===== src/rtl/mem_port_loader.sv =====
`default_nettype none
// ============================================================================
// Module      : mem_port_loader
// Description : Byte-stream command loader. Decodes framed write (0x57) and
//               read (0x52) commands arriving on an rx byte strobe, drives a
//               64-bit masked memory write port or read port, and returns a
//               response on a ready/valid tx byte stream.
// Revision    : 1.0 - initial release
// ============================================================================
module mem_port_loader #(
  parameter int ADDR_W  = 25,
  parameter int TIMEOUT = 50000
) (
  input  logic              clk,
  input  logic              resetn,
  input  logic              rx_valid,
  input  logic [7:0]        rx_data,
  output logic              tx_valid,
  output logic [7:0]        tx_data,
  input  logic              tx_ready,
  output logic              W0_en,
  output logic [ADDR_W-1:0] W0_addr,
  output logic [63:0]       W0_data,
  output logic [7:0]        W0_mask,
  output logic              R0_en,
  output logic [ADDR_W-1:0] R0_addr,
  input  logic [63:0]       R0_data,
  output logic              busy,
  output logic              err
);

  localparam int             c_timer_w = $clog2(TIMEOUT + 1);
  localparam logic [c_timer_w-1:0] c_timeout = c_timer_w'(TIMEOUT);
  localparam logic [7:0]     c_op_wr   = 8'h57;
  localparam logic [7:0]     c_op_rd   = 8'h52;
  localparam logic [7:0]     c_rsp_ok  = 8'h4B;
  localparam logic [7:0]     c_rsp_bad = 8'h3F;

  typedef enum logic [2:0] {
    S_IDLE    = 3'd0,
    S_ADDR    = 3'd1,
    S_MASK    = 3'd2,
    S_DATA    = 3'd3,
    S_WRITE   = 3'd4,
    S_READ    = 3'd5,
    S_CAPTURE = 3'd6,
    S_SEND    = 3'd7
  } state_t;

  state_t                 r_state;
  state_t                 w_next_state;
  logic                   r_is_write;
  logic [2:0]             r_cnt;
  logic [c_timer_w-1:0]   r_timer;
  logic [ADDR_W-1:0]      r_addr;
  logic [7:0]             r_mask;
  logic [63:0]            r_data;
  logic [63:0]            r_tx_buf;
  logic [3:0]             r_tx_left;
  logic                   r_err;
  logic                   w_in_frame;
  logic                   w_timeout;
  logic                   w_is_opcode;

  // Frame-collecting states share the inter-byte idle timer.
  assign w_in_frame  = (r_state == S_ADDR) || (r_state == S_MASK) || (r_state == S_DATA);
  assign w_timeout   = (r_timer == c_timeout);
  assign w_is_opcode = (rx_data == c_op_wr) || (rx_data == c_op_rd);

  assign W0_addr = r_addr;
  assign R0_addr = r_addr;
  assign W0_data = r_data;
  assign W0_mask = r_mask;
  assign tx_data = r_tx_buf[63:56];
  assign err     = r_err;

  // State register; reset abandons any partial frame or pending response.
  always_ff @(posedge clk) begin
    if (!resetn) r_state <= S_IDLE;
    else         r_state <= w_next_state;
  end

  // Next-state decode and state-derived strobes.
  always_comb begin
    w_next_state = r_state;
    W0_en        = 1'b0;
    R0_en        = 1'b0;
    tx_valid     = 1'b0;
    busy         = (r_state != S_IDLE);
    unique case (r_state)
      S_IDLE: begin
        if (rx_valid) w_next_state = w_is_opcode ? S_ADDR : S_SEND;
      end
      S_ADDR: begin
        if (rx_valid) begin
          if (r_cnt == 3'd3) w_next_state = r_is_write ? S_MASK : S_READ;
        end else if (w_timeout) begin
          w_next_state = S_IDLE;
        end
      end
      S_MASK: begin
        if (rx_valid)       w_next_state = S_DATA;
        else if (w_timeout) w_next_state = S_IDLE;
      end
      S_DATA: begin
        if (rx_valid) begin
          if (r_cnt == 3'd7) w_next_state = S_WRITE;
        end else if (w_timeout) begin
          w_next_state = S_IDLE;
        end
      end
      S_WRITE: begin
        W0_en        = 1'b1;
        w_next_state = S_SEND;
      end
      S_READ: begin
        R0_en        = 1'b1;
        w_next_state = S_CAPTURE;
      end
      S_CAPTURE: begin
        w_next_state = S_SEND;
      end
      S_SEND: begin
        tx_valid = 1'b1;
        if (tx_ready && (r_tx_left == 4'd1)) w_next_state = S_IDLE;
      end
      default: w_next_state = S_IDLE;
    endcase
  end

  // Frame assembly, response buffer, idle timer and sticky drop flag.
  always_ff @(posedge clk) begin
    if (!resetn) begin
      r_is_write <= 1'b0;
      r_cnt      <= '0;
      r_timer    <= '0;
      r_addr     <= '0;
      r_mask     <= '0;
      r_data     <= '0;
      r_tx_buf   <= '0;
      r_tx_left  <= '0;
      r_err      <= 1'b0;
    end else begin
      // The timer only advances between bytes of a frame being collected.
      if (w_in_frame && !rx_valid) r_timer <= r_timer + 1'b1;
      else                         r_timer <= '0;

      // Bytes arriving while the block cannot accept them are lost.
      if (rx_valid && !w_in_frame && (r_state != S_IDLE)) r_err <= 1'b1;

      unique case (r_state)
        S_IDLE: begin
          if (rx_valid) begin
            r_is_write <= (rx_data == c_op_wr);
            r_cnt      <= '0;
            // Cleared so an ADDR_W wider than 32 never keeps stale bits.
            r_addr     <= '0;
            if (!w_is_opcode) begin
              r_tx_buf  <= {c_rsp_bad, 56'd0};
              r_tx_left <= 4'd1;
            end
          end
        end
        S_ADDR: begin
          if (rx_valid) begin
            r_addr <= ADDR_W'({r_addr, rx_data});
            r_cnt  <= r_cnt + 3'd1;
          end
        end
        S_MASK: begin
          if (rx_valid) begin
            r_mask <= rx_data;
            r_cnt  <= '0;
          end
        end
        S_DATA: begin
          if (rx_valid) begin
            r_data <= {r_data[55:0], rx_data};
            r_cnt  <= r_cnt + 3'd1;
          end
        end
        S_WRITE: begin
          r_tx_buf  <= {c_rsp_ok, 56'd0};
          r_tx_left <= 4'd1;
        end
        S_CAPTURE: begin
          r_tx_buf  <= R0_data;
          r_tx_left <= 4'd8;
        end
        S_SEND: begin
          if (tx_ready) begin
            r_tx_buf  <= {r_tx_buf[55:0], 8'd0};
            r_tx_left <= r_tx_left - 4'd1;
          end
        end
        default: ;
      endcase
    end
  end

endmodule
`default_nettype wire


===== config.mk =====
export PLATFORM = sky130hd
export DESIGN_NAME = mem_port_loader
export DESIGN_NICKNAME = d
export VERILOG_FILES = /design/src/rtl/mem_port_loader.sv
export SDC_FILE = /design/constraint.sdc
export NUM_CORES = 1
export LEC_CHECK = 0
export CELL_PAD_IN_SITES_DETAIL_PLACEMENT = 1
export CELL_PAD_IN_SITES_GLOBAL_PLACEMENT = 2
export CORE_UTILIZATION = 29
export DETAILED_ROUTE_END_ITERATION = 8
export PLACE_DENSITY = 0.91
export SKIP_LAST_GASP = 1
export SLEW_MARGIN = 20
export SYNTH_ARGS = -nofsm -noshare
export SYNTH_HDL_FRONTEND = slang
export SYNTH_SLANG_ARGS = --single-unit

===== constraint.sdc =====
create_clock -name clk -period 2.19 [get_ports clk]
set_input_delay 0.438 -clock clk [delete_from_list [all_inputs] [get_ports clk]]
set_output_delay 0.438 -clock clk [all_outputs]
set_load 0.1 [all_outputs]

==> impl_metrics.csv <==
group,metric,value,unit
run_status,status,"finished, violations left",
run_status,violations,"DRC",
critical_path,rrSetupSlack,190,ps
critical_path,reg2reg_depth,5,
placement,place_congestion,0.785,
clock_tree,cts_buffers,17,
final_layout,fin_nets,1118,
global_route,antenna_found_initial,0,
placement,portBuffers,210,
final_layout,antenna_cells,0,
floorplan,placementRows,59,
synthesis,synth_area,7850,um^2
worst_hold_path,min_path_type,"reg2reg",
synthesis,seq_area_frac_synth,48.2,%
sta,clock_skew,10.7,ps
clock_tree,h-tree-depth,4,
global_route,globalRouteTotalUtil,16.5,%
synthesis,mappedNetlistNets,935,
power_and_ir_drop,p_total,10.7,mW
critical_path,required,1750,ps
synthesis,synth-seq-cells,189,
synthesis,post_synth.cell_area_avg,9.21,um^2
critical_path,cp-start-kind,"flop",
sta,setup_violations,0,
clock_tree,clock_path_buffers,2,
floorplan,start_util,29.9,%
power_and_ir_drop,power_leakage,4.05,nW
critical_path,crit_fanout,11,
sta,finalMaxSlewViolations,0,
global_route,grt_util_met1,21.5,%
critical_path,cp-end-kind,"output port",
critical_path,path_class,"reg2out",
synthesis,synth_flop_cell,"dfxtp_1",
clock_tree,clockRootBuffer,"clkbuf_16",
sta,hold_ws,460,ps
floorplan,fp.dieH,166,um
final_layout,drive_gt1_share,24.7,%
critical_path,cp_slowest_stage_delay,410,ps
critical_path,path_delay_family,"buffers and inverters",
sta,post-route-min-period,2060,ps
power_and_ir_drop,p_per_area,1000,nW/um^2
placement,place.detailed.hpwl,16.2,mm
global_route,overflow,0,
sta,max_freq,0.484,GHz
floorplan,fp.dieW,166,um
placement,placed_cells,1349,
global_route,busiest_layer,"met2",
global_route,met3_usage,3.42,%
detailed_routing,drtIter0Drc,325,
detailed_routing,wl_per_cell,16.4,um
sta,finalCritPeriodShare,94.2,%
worst_hold_path,worstHoldEndpoint,"W0_data[60]",
final_layout,fillCellCount,3017,
worst_hold_path,hp-start,"W0_data[60]",
floorplan,num_io_pins,211,
final_layout,seqCellArea,3790,um^2
detailed_routing,viasPerCell,4.81,
detailed_routing,drc,15,
worst_hold_path,holdPathStages,2,
global_route,grt_pass1_vias,6915,
sta,rsz0062_at_grt,"false",
final_layout,multiInputGateArea,3540,um^2
clock_tree,cts_tree,"done",
critical_path,cp_slowest_cell,"dfxtp_2",
clock_tree,clk-insertion-delay-late,430,ps
detailed_routing,drt-total-wl,22.7,mm
synthesis,synth_edf_count,0,
detailed_routing,dr_total_vias,6658,
critical_path,rr_startpoint,"r_state[2]",
floorplan,core_area,26300,um^2
sta,hold_viol,0,
final_layout,final_util,40.6,%
clock_tree,cts.clk_slew.worst_paths,80,ps
synthesis,synth_cells,852,
final_layout,finalNonFillerCells,1383,
synthesis,netlist-cell-type-count,51,
sta,worst_pin_slew,1020,ps
critical_path,critPathBufInv,3,
synthesis,yosysWarnings,0,
sta,fin_tns_setup,0,ps
clock_tree,ctsHoldBuffers,0,
critical_path,crit_path_cell_trace,"buf_4, nand3_1, inv_2, buf_12",
global_route,met2_usage,28.2,%
flow_run,maxCapViolCount,0,
detailed_routing,firstDrtPassIters,7,
sta,relSlewSlack,31.8,%
synthesis,synthArstFlopShare,0,%
critical_path,regToRegEndpoint,"R0_addr[17]",
global_route,grt_pass1_wl,37.1,mm
power_and_ir_drop,peakVddDrop,0.574,mV
global_route,grt_max_degree,77,
critical_path,arrival,1630,ps
detailed_routing,antenna_left,0,
final_layout,syn_to_final_growth,35.9,%
floorplan,die-area,27700,um^2
clock_tree,cts_sinks,189,
[repair_timing]
item / 4_1_cts / 5_1_grt
hold endpoints to repair: 0 / 0
resized for setup: 2 / 2
cloned: 0 / 0
setup endpoints to repair: 2 / 2
setup buffers: 0 / 2
[layout by cell type, fill, tap and decap left out, types with 8 or more instances in the layout]
cell / n
dfxtp_1: 187
buf_4: 172
nand2_1: 147
a21oi_1: 87
clkdlybuf4s50_1: 75
mux2i_1: 57
nor2_1: 54
o2bb2ai_1: 29
o2bb2ai_2: 20
a22oi_1: 19
o21ai_0: 17
clkbuf_16: 17
inv_1: 15
nand3_1: 15
buf_12: 10
a22o_1: 9
a31oi_1: 8
[synth_stat cells (4+ instances only)]
cell / n / area (um^2)
buf_2: 13 / 65.1
o21ai_0: 17 / 85.1
inv_1: 19 / 71.3
a31oi_1: 8 / 50.1
nand3_1: 15 / 75.1
or3_1: 7 / 43.8
nor2_1: 56 / 210
a22oi_1: 19 / 143
nor4_1: 5 / 31.3
a22o_1: 9 / 78.8
xnor2_1: 7 / 61.3
buf_4: 34 / 255
clkbuf_1: 35 / 131
nand2b_1: 6 / 37.5
ha_1: 7 / 87.6
o2bb2ai_1: 29 / 254
mux2i_1: 57 / 571
nand4_1: 4 / 25.0
buf_1: 8 / 30.0
nor3_1: 7 / 35.0
dfxtp_1: 189 / 3780
o221a_2: 6 / 67.6
a21oi_1: 87 / 435
nand2_1: 147 / 552
o2bb2ai_2: 20 / 300
[per-stage QoR]
step	cell area (um^2)	worst slack, ps
after CTS	10600	38.0
final	10700	126
after global routing	10700	28.5
after global placement	10000	-275
after floorplan	7870	-72.9
after detailed placement	10000	-302
[report_power, final]
group	internal [mW]	total [mW]	switching [mW]
logic	1.22	3.69	2.47
registers	3.67	3.93	0.251
clock network	1.54	3.10	1.56
total	6.43	10.7	4.28
[worst register-to-register path: cells and delay by family, from the launching register on]
family,cells,cell delay (ps)
AOI/OAI and AO/OA,1,170
buffers and inverters,1,250
DFF,1,520
and+or+nand+nor,3,1010
[cells by family (layout without fill, tap and decap cells)]
kind of cell,Yosys count,in the layout,share of synthesized area (%)
AND/OR/NAND/NOR,272,272,15.5
AO/OA/AOI/OAI,204,204,19.1
flip-flops,189,189,48.2
buffers and inverters,112,308,7.48
multiplexers,57,57,7.27
XOR/XNOR,10,10,1.12
adder cells (fa/ha/maj),8,8,1.24
[flip-flops by register name (all words and copies together) (netlist names), 3 cells and up]
| register | count |
|---|---|
| r_tx_buf | 64 |
| r_cnt | 3 |
| W0_mask | 8 |
| R0_addr | 25 |
| r_tx_left | 4 |
| r_timer | 16 |
| r_state | 3 |
| W0_data | 64 |
[per-layer routing]
| metal | up-vias | part of all wire, % |
|---|---|---|
| li1 | 3313 | - |
| met1 | 3206 | 47 |
| met2 | 129 | 49 |
| met3 | 10 | 4.2 |
| met4 | 0 | 0.46 |
| met5 | - | 0 |
[worst max-delay path by stage]
stage	start	to	slack, ps	depth (start not counted)
after floorplan	r_state[2]	r_state[0]	-70	6
after global placement	rx_data[3]	r_tx_buf[35]	-270	6
after detailed placement	rx_data[3]	r_tx_buf[34]	-300	6
after CTS	r_state[0]	R0_en	40	3
after global routing	r_state[1]	tx_valid	30	4
final	r_state[1]	tx_valid	130	4
[cell type report]
cell class                      count  share of cell area, %
Multi-Input combinational cell    551                   33.2
Timing Repair Buffer              257                   21.0
Clock buffer                       17                   3.99
Sequential cell                   189                   35.5
Inverter                           19                  0.716
Clock inverter                     15                   1.60
Tap cell                          335                   3.93
(Power assumes the default switching activity.)
